$ cat config.mk
export PLATFORM = sky130hd
export DESIGN_NAME = seven_segment_scanner
export DESIGN_NICKNAME = d
export VERILOG_FILES = /design/src/rtl/seven_seg_pkg.sv /design/src/rtl/seg_lz_mask.sv /design/src/rtl/seven_segment_scanner.sv
export SDC_FILE = /design/constraint.sdc
export NUM_CORES = 1
export LEC_CHECK = 0
export CAP_MARGIN = 25
export CORE_AREA = 2 2 73 75
export CTS_BUF_LIST = sky130_fd_sc_hd__clkbuf_2
export CTS_CLUSTER_SIZE = 10
export DETAILED_ROUTE_END_ITERATION = 10
export DIE_AREA = 0 0 75 77
export PLACE_DENSITY = 0.62
export SKIP_CTS_REPAIR_TIMING = 1
export SKIP_LAST_GASP = 1
export SLEW_MARGIN = 20
export SYNTH_ARGS = -nofsm -noshare
export SYNTH_HDL_FRONTEND = slang
export SYNTH_SLANG_ARGS = --single-unit
$ cat constraint.sdc
create_clock -name clk -period 3.6 [get_ports clk]
set_clock_uncertainty 0.2 [all_clocks]
set_input_delay 0.72 -clock clk [delete_from_list [all_inputs] [get_ports clk]]
set_output_delay 0.72 -clock clk [all_outputs]
set_load 0.05 [all_outputs]
$ cat src/rtl/seven_seg_pkg.sv
// Shared definitions for the seven-segment display path.
// Used by the digit scanner and by the downstream hex->segment decoder.
//   scan_state_t   : scanner slot phase (GUARD = all digits off, SHOW = digit lit)
//   DEF_*          : default parameter values for a 4-digit display at 12 MHz
package seven_seg_pkg;

    localparam int DEF_NUM_DIGITS = 4;
    localparam int DEF_CLK_DIV    = 12000;
    localparam int DEF_GUARD      = 16;

    typedef enum logic {
        GUARD = 1'b0,
        SHOW  = 1'b1
    } scan_state_t;

endpackage

$ cat src/rtl/seg_lz_mask.sv
// Leading-zero blanking mask for the digit scanner.
// Built only when SEVSEG_LZB_EN is defined; otherwise this file is empty.
// Ports:
//   shadow  in  4*NUM_DIGITS  captured hex value, digit 0 = shadow[3:0]
//   mask    out NUM_DIGITS    1 = digit may be enabled; digit 0 is always allowed
`ifdef SEVSEG_LZB_EN
module seg_lz_mask
    import seven_seg_pkg::*;
#(
    parameter int NUM_DIGITS = DEF_NUM_DIGITS
) (
    input  logic [4*NUM_DIGITS-1:0] shadow,
    output logic [NUM_DIGITS-1:0]   mask
);

    logic any_above;

    // Walk from the most significant digit down; a digit is shown once any
    // nibble at its own position or above is non-zero.
    always_comb begin
        any_above = 1'b0;
        mask      = '0;
        for (int i = NUM_DIGITS - 1; i >= 1; i--) begin
            any_above = any_above | (|shadow[4*i +: 4]);
            mask[i]   = any_above;
        end
        mask[0] = 1'b1;
    end

endmodule
`endif

$ cat src/rtl/seven_segment_scanner.sv
// Time-multiplexed scanner for a NUM_DIGITS hex display.
// Each slot of CLK_DIV cycles starts with GUARD cycles of all digits off
// (decoder settles on the new nibble), then shows one digit.
// Optional feature: define SEVSEG_LZB_EN to enable leading-zero blanking.
// Ports:
//   clk        in   system clock
//   rst        in   asynchronous, active-high reset
//   value      in   hex value to capture, digit 0 = value[3:0]
//   load       in   capture value into the shadow register
//   blank_in   in   force all digit enables low; scan keeps running
//   nibble     out  nibble of the digit owning the current slot (registered)
//   digit_en   out  one-hot active-high digit enable (registered)
//   digit_idx  out  index of the digit owning the current slot (registered)
//
// state | meaning
// GUARD | all digits off; nibble already points at the slot's digit
// SHOW  | enable of digit_idx driven (subject to blank_in and blanking mask)
module seven_segment_scanner
    import seven_seg_pkg::*;
#(
    parameter int NUM_DIGITS = DEF_NUM_DIGITS,
    parameter int CLK_DIV    = DEF_CLK_DIV,
    parameter int GUARD      = DEF_GUARD
) (
    input  logic                          clk,
    input  logic                          rst,
    input  logic [4*NUM_DIGITS-1:0]       value,
    input  logic                          load,
    input  logic                          blank_in,
    output logic [3:0]                    nibble,
    output logic [NUM_DIGITS-1:0]         digit_en,
    output logic [$clog2(NUM_DIGITS)-1:0] digit_idx
);

    localparam int IDX_W = $clog2(NUM_DIGITS);
    localparam int CNT_W = $clog2(CLK_DIV);

    localparam logic [CNT_W-1:0] GUARD_LAST = CNT_W'(GUARD - 1);
    localparam logic [CNT_W-1:0] SHOW_LAST  = CNT_W'(CLK_DIV - GUARD - 1);
    localparam logic [IDX_W-1:0] IDX_LAST   = IDX_W'(NUM_DIGITS - 1);

    scan_state_t               state;
    logic [CNT_W-1:0]          cnt;
    logic [4*NUM_DIGITS-1:0]   shadow;
    logic [4*NUM_DIGITS-1:0]   shadow_sel;
    logic [IDX_W-1:0]          idx_next;
    logic [NUM_DIGITS-1:0]     idx_onehot;
    logic [NUM_DIGITS-1:0]     entry_mask;
    logic [NUM_DIGITS-1:0]     hold_mask;
    logic                      show_entry;

    always_ff @(posedge clk or posedge rst) begin
        if (rst) begin
            shadow <= '0;
        end else if (load) begin
            shadow <= value;
        end
    end

    assign idx_next   = (digit_idx == IDX_LAST) ? '0 : digit_idx + 1'b1;
    assign idx_onehot = {{(NUM_DIGITS-1){1'b0}}, 1'b1} << digit_idx;
    assign shadow_sel = shadow >> {idx_next, 2'b00};
    assign show_entry = (state == seven_seg_pkg::GUARD) && (cnt == GUARD_LAST);

`ifdef SEVSEG_LZB_EN
    logic [NUM_DIGITS-1:0] lz_mask;
    logic [NUM_DIGITS-1:0] lz_mask_q;

    seg_lz_mask #(
        .NUM_DIGITS (NUM_DIGITS)
    ) u_lz_mask (
        .shadow (shadow),
        .mask   (lz_mask)
    );

    // Freeze the mask for the whole SHOW phase so a load mid-slot cannot
    // change which digits are lit before the next slot.
    always_ff @(posedge clk or posedge rst) begin
        if (rst) begin
            lz_mask_q <= '1;
        end else if (show_entry) begin
            lz_mask_q <= lz_mask;
        end
    end

    assign entry_mask = lz_mask;
    assign hold_mask  = lz_mask_q;
`else
    assign entry_mask = '1;
    assign hold_mask  = '1;
`endif

    always_ff @(posedge clk or posedge rst) begin
        if (rst) begin
            state     <= seven_seg_pkg::GUARD;
            cnt       <= '0;
            digit_idx <= '0;
            nibble    <= '0;
            digit_en  <= '0;
        end else begin
            case (state)
                seven_seg_pkg::GUARD: begin
                    if (show_entry) begin
                        state    <= seven_seg_pkg::SHOW;
                        cnt      <= '0;
                        digit_en <= blank_in ? '0 : (idx_onehot & entry_mask);
                    end else begin
                        cnt      <= cnt + 1'b1;
                        digit_en <= '0;
                    end
                end
                seven_seg_pkg::SHOW: begin
                    if (cnt == SHOW_LAST) begin
                        // Nibble moves only here so the decoder settles
                        // while all digits are off.
                        state     <= seven_seg_pkg::GUARD;
                        cnt       <= '0;
                        digit_en  <= '0;
                        digit_idx <= idx_next;
                        nibble    <= shadow_sel[3:0];
                    end else begin
                        cnt      <= cnt + 1'b1;
                        digit_en <= blank_in ? '0 : (idx_onehot & hold_mask);
                    end
                end
                default: begin
                    state    <= seven_seg_pkg::GUARD;
                    cnt      <= '0;
                    digit_en <= '0;
                end
            endcase
        end
    end

endmodule

* Word level (Yosys, flattened, before mapping)
Index checks and enable logic that the tools add are counted.
** Word-level totals
- Word-level logic and storage cells :: 27
- Memories kept :: 0
- Bits in writable memories :: 0
- Bits in read-only memories :: 0
- Register bits :: 41
- Output and inout port bits :: 10
- Bits in latches :: 0
** Operators by class
- Divide/modulo/power cells :: 0
- Add/sub/neg operators :: 2
- $mul :: 0
- Bitwise gates (word level) :: 1
- Equality and inequality tests :: 3
- Shift operators :: 2
- Multiplexer cells :: 11
- Order comparisons :: 0
- Reductions and logical operators :: 2
** Operator list (number)
- 14-bit 2-to-1 mux :: 2
- 14-bit case mux with 2 select lines :: 1
- 16-bit by 4-bit right shift with 4-bit output :: 1
- 14-bit by 1-bit adder with 14-bit output, second input constant :: 1
- 14-bit == test, second input constant :: 1
- 14-bit by 4-bit == test with 1-bit output, second input constant :: 1
- 4-bit 2-to-1 mux :: 3
- 4-bit case mux with 2 select lines :: 1
- 1-bit by 2-bit << shifter with 4-bit output, first input constant :: 1
- 2-bit by 1-bit adder with 2-bit output, second input constant :: 1
- 2-bit == test, second input constant :: 1
- 1-bit 2-to-1 mux :: 2
- 2-bit 2-to-1 mux :: 1
- 1-bit case mux with 2 select lines :: 1
- 2-bit AND reduction :: 1
- 1-bit logical AND :: 1
- 1-bit inverter :: 1

* Logic depth before layout (Yosys ltp)
- Word-level depth :: 4
- Mapped depth :: 5

* Least setup slack after synthesis
OpenSTA, ideal clock, no wires.
- Path type :: register to register
- Start :: register digit_idx[0]
- End :: register nibble[0]
- Library setup time :: 0.125 ns
- Data arrival time :: 2.005 ns
- Clock period less this slack :: 2.330 ns
- Cell stages (with the launch flop) :: 5
- Path buffers :: 0
- Slack :: 1.270 ns
- Required time :: 3.275 ns
- Cell sequence :: dfrtp_1 -> inv_1 -> ha_1 -> mux4_2 -> mux2_4
** Between the ends
- Word-level cells in the longest chain between the ends :: 3
- Elaborated cells on any way between the ends :: 4
- Classes of those cells :: add/sub (1); eq/ne (1); shift (1); mux (1)
** RTL lines
- start: declaration :: RTL line seven_segment_scanner.sv:32 : output logic [$clog2(NUM_DIGITS)-1:0] digit_idx
- start signal: assignment :: RTL line seven_segment_scanner.sv:119 : digit_idx <= idx_next;
- 2-bit by 1-bit adder with 2-bit output or 2-bit == test (tied branches) :: RTL line seven_segment_scanner.sv:60 : assign idx_next = (digit_idx == IDX_LAST) ? '0 : digit_idx + 1'b1;
- 2-bit 2-to-1 mux (*) :: RTL line seven_segment_scanner.sv:60
- via idx_next[1] :: RTL line seven_segment_scanner.sv:46 : logic [IDX_W-1:0] idx_next;
- 16-bit by 4-bit right shift with 4-bit output (*) :: RTL line seven_segment_scanner.sv:62 : assign shadow_sel = shadow >> {idx_next, 2'b00};
- end signal: assignment :: RTL line seven_segment_scanner.sv:120 : nibble <= shadow_sel[3:0];
- end: declaration :: RTL line seven_segment_scanner.sv:30 : output logic [3:0] nibble,
Mark *: on every way through the listed nets, which the timed path passes. The rest lies on a longest branch.
A chain may end at the register's enable or synchronous reset.

* Final worst setup path
- Start :: register digit_idx[0]
- End :: output port digit_idx[0]
No word-level cell between the ends.

==> flow_summary.rst <==
.. list-table::
   :header-rows: 1

   * - Metric
     - Value
   * - Clock insertion delay at the later pin of the skew report
     - 0.41 ns
   * - Number of synthesized register bits
     - 41
   * - Share of the clock period used by the worst path after layout
     - 74.3%
   * - Switching share of total power
     - 23.9%
   * - Relative area change from synthesis to final layout
     - 21.2%
   * - Post-Syn Nets
     - 162
   * - Minimum clock period after layout
     - 2.67 ns
   * - Worst Setup Start Kind
     - flip-flop
   * - Worst min-delay path category
     - reg2reg
   * - Synth Cell Area
     - 1950 µm²
   * - IO Pins
     - 30
   * - Share of cells above drive strength 1
     - 26.6%
   * - Number of routed nets with antenna violations
     - 0
   * - Final standard cell count with taps included and fillers excluded
     - 243
   * - Final setup TNS
     - 0 ns
   * - Crit path buf inv count
     - 1
   * - Sum of net half-perimeters after detailed placement
     - 2.56 mm
   * - Power per unit of standard cell area
     - 313 nW/µm²
   * - Clock share of power
     - 25.5%
   * - Core area
     - 4980 µm²
   * - Die X
     - 75 µm
   * - CTS tree
     - done
   * - Worst setup path startpoint
     - digit_idx[0]$_DFFE_PP0P_
   * - Reg-to-reg startpoint
     - digit_idx[0]$_DFFE_PP0P_
   * - Fill cell count
     - 431
   * - Worst slew margin relative to its limit
     - 53.8%
   * - Kind of capture point of the worst setup path
     - output pin
   * - Die extent in y
     - 77 µm
   * - Maximum ir drop on the vdd rail
     - 160 µV
   * - Clock edge transition at the registers on the reported setup and hold paths
     - 0.21 ns
   * - Leakage power summed over all cells
     - 1.06 nW
   * - Total routing usage reported by global routing
     - 13.9%
   * - Deepest clock path buffer count
     - 2
   * - Drt pass-1 iters
     - 4
   * - Cell chosen for the clock root
     - sky130_fd_sc_hd__clkbuf_2
   * - Origin of the worst min-delay path
     - cnt[0]$_DFF_PP0_
   * - Cts bufs inserted
     - 5
   * - Final-report max-slew violation count
     - 0
   * - # setup viols final
     - 0
   * - Worst slew pin tran
     - 0.691 ns
   * - Critical path's top delay family
     - buffers and inverters
   * - Arrival time at the worst endpoint
     - 1.75 ns
   * - Reg power frac
     - 65.9%
   * - Initial standard-cell utilization of the core
     - 39.2%
   * - Max Cap Viol
     - 0
   * - Routed vias
     - 1,190
   * - Number of global-route vias before repair
     - 1,296
   * - Outcome
     - completed
   * - Setup repair after global routing missed its margin
     - false
   * - Cell count after synthesis
     - 137
   * - Final Hold Fails
     - 0
   * - Final wirelength
     - 3.44 mm
   * - Internal portion of total power
     - 564 µW
   * - Sum of overflow across all layers after global routing
     - 0
   * - # clock sinks
     - 41
   * - Number of I/O port buffers
     - 29
   * - Maximum operating frequency
     - 374 MHz
   * - Kind of critical path
     - reg2out
   * - Initial antenna violation count
     - 0
   * - Yosys synthesis warning count
     - 0
   * - Yosys cell types
     - 32
   * - Critical path cell sequence
     - clkdlybuf4s50_1
   * - Sequential area share after synthesis
     - 52.6%
   * - Switching power total
     - 177 µW
   * - Number of instances in the placed design
     - 235
   * - Full die area
     - 5780 µm²
   * - DR iter-0 viols
     - 44
   * - Crit path max fanout
     - 6
   * - Wire length per cell after detailed routing
     - 14.2 µm
   * - Count of unresolved DRC violations after routing
     - 0
   * - Final estimated routing congestion in global placement
     - 0.782
   * - Largest net degree at the start of global routing
     - 42
   * - Largest stage delay, worst path
     - 0.85 ns
   * - Final antenna diode count
     - 0
   * - Vias per std cell
     - 4.90
   * - First-pass GRT wire length
     - 6.04 mm
   * - Post-Syn Area per Cell
     - 14.2 µm²
   * - Required time of the worst setup path
     - 2.68 ns
   * - Combinational cell fraction of total power
     - 8.6%
   * - Number of cell rows
     - 26
   * - Slowest cell on the critical path
     - sky130_fd_sc_hd__clkdlybuf4s50_1
   * - Final net count
     - 197
   * - Count of H-tree levels built during CTS
     - 2
## final timing paths
kind | endpoint | cells past startpoint | slack (ns)
hold / removal | cnt[0]$_DFF_PP0_ | 1 | 0.30
max in group asynchronous | shadow[2]$_DFFE_PP0P_ | 3 | 2.33
setup reg to reg | nibble[2]$_DFFE_PP0P_ | 4 | 1.43
hold reg to reg | cnt[0]$_DFF_PP0_ | 1 | 0.30
min in group asynchronous | shadow[3]$_DFFE_PP0P_ | 3 | 0.50
setup / recovery | digit_idx[0] | 1 | 0.93
## final cells by class
| type | instances | area [µm²] | area share (%) |
|---|---|---|---|
| Tap cell | 70 | 87.6 | 3.70 |
| Clock buffer | 5 | 25.0 | 1.06 |
| Clock inverter | 3 | 12.5 | 0.529 |
| Inverter | 8 | 30.0 | 1.27 |
| Multi-Input combinational cell | 86 | 886 | 37.5 |
| Timing Repair Buffer | 30 | 298 | 12.6 |
| Sequential cell | 41 | 1030 | 43.4 |
## worst register-to-register path: stages, from the launching register on
cell and delay [ns]:
sky130_fd_sc_hd__dfrtp_1 0.49, sky130_fd_sc_hd__inv_1 0.09, sky130_fd_sc_hd__ha_1 0.47, sky130_fd_sc_hd__mux4_2 0.54, sky130_fd_sc_hd__mux2_4 0.27
## cells in the final DEF, fill, tap and decap left out, drive strengths merged
| master | count |
|---|---|
| o2bb2ai | 1 |
| dfrtp | 41 |
| clkinv | 3 |
| nor4 | 4 |
| xnor2 | 8 |
| clkdlybuf4s50 | 29 |
| nor3 | 3 |
| nand2 | 4 |
| nor2 | 9 |
| mux4 | 4 |
| and3 | 3 |
| a31o | 1 |
| clkbuf | 5 |
| xor2 | 2 |
| nand4 | 4 |
| inv | 8 |
| ha | 5 |
| nand3 | 6 |
| mux2 | 22 |
| buf | 1 |
| nor2b | 1 |
| or2 | 1 |
| o21ai | 1 |
| and3b | 4 |
| a21oi | 3 |
## state kept, by name (all words and copies together), names as in the netlist
| signal | count |
|---|---|
| shadow | 16 |
| cnt | 14 |
| digit_en | 4 |
| state | 1 |
| digit_idx | 2 |
| nibble | 4 |
## layer usage
metal | global-route usage (%) | wire (µm) | vias up
li1 | - | - | 558
met1 | 17.6 | 1460 | 606
met2 | 21.7 | 1790 | 20
met3 | 4.86 | 137 | 6
met4 | 5.00 | 57 | 0
met5 | 0 | 0 | -
## cells in the mapped netlist
master / number / area, µm²
sky130_fd_sc_hd__buf_2: 1 / 5.00
sky130_fd_sc_hd__inv_1: 8 / 30.0
sky130_fd_sc_hd__and3_1: 3 / 18.8
sky130_fd_sc_hd__mux4_2: 4 / 90.1
sky130_fd_sc_hd__clkbuf_1: 1 / 3.75
sky130_fd_sc_hd__a21oi_4: 1 / 16.3
sky130_fd_sc_hd__nor4_4: 3 / 63.8
sky130_fd_sc_hd__nand2_1: 3 / 11.3
sky130_fd_sc_hd__xnor2_1: 8 / 70.1
sky130_fd_sc_hd__nor2b_1: 1 / 6.26
sky130_fd_sc_hd__ha_1: 5 / 62.6
sky130_fd_sc_hd__dfrtp_1: 41 / 1030
sky130_fd_sc_hd__nand4_1: 3 / 18.8
sky130_fd_sc_hd__nand2_4: 1 / 11.3
sky130_fd_sc_hd__o21ai_0: 1 / 5.00
sky130_fd_sc_hd__mux2_2: 16 / 180
sky130_fd_sc_hd__or2_2: 1 / 6.26
sky130_fd_sc_hd__nand3_1: 5 / 25.0
sky130_fd_sc_hd__a31o_2: 1 / 8.76
sky130_fd_sc_hd__nor4_1: 1 / 6.26
sky130_fd_sc_hd__o2bb2ai_2: 1 / 15.0
sky130_fd_sc_hd__nor2_8: 1 / 20.0
sky130_fd_sc_hd__nor3_4: 1 / 16.3
sky130_fd_sc_hd__nor2_1: 7 / 26.3
sky130_fd_sc_hd__nor3_1: 2 / 10.0
sky130_fd_sc_hd__xor2_1: 2 / 17.5
sky130_fd_sc_hd__and3b_1: 4 / 35.0
sky130_fd_sc_hd__mux2_4: 6 / 90.1
sky130_fd_sc_hd__nand4_4: 1 / 21.3
sky130_fd_sc_hd__nor2_2: 1 / 6.26
sky130_fd_sc_hd__nand3_4: 1 / 17.5
sky130_fd_sc_hd__a21oi_1: 2 / 10.0
## per-stage QoR
stage / hold WS, ns / utilization [%] / setup WS, ns / instance area [µm²] / power, mW
6_report: 0.296 / 47.5 / 0.925 / 2360 / 0.741
3_5_place_dp: 0.278 / 46.8 / 1.19 / 2330 / 0.563
5_1_grt: 0.331 / 47.5 / 0.803 / 2360 / 0.782
4_1_cts: 0.301 / 47.5 / 0.882 / 2360 / 0.755
2_1_floorplan: 0.255 / - / 1.27 / 1950 / 0.531
3_3_place_gp: 0.272 / 46.8 / 1.23 / 2330 / 0.560
## logic make-up (layout without fill, tap and decap cells)
logic type | count (synthesis) | in the layout | share of synthesized area, %
compound gates | 6 | 6 | 2.82
mux | 26 | 26 | 18.5
flops | 41 | 41 | 52.6
fa+ha+maj | 5 | 5 | 3.21
xor+xnor | 10 | 10 | 4.49
simple gates | 39 | 39 | 16.4
buf+inv | 10 | 46 | 1.99
## power by group through the flow
stage	Clock [mW]	Combinational [mW]	Sequential (mW)
floorplan	0	0.0359	0.495
global placement	0	0.0635	0.496
global route	0.219	0.0708	0.491
CTS	0.201	0.0657	0.489
finish	0.189	0.0637	0.488
detailed placement	0	0.0657	0.497
No activity file was read; power rests on OpenSTA's default activity.
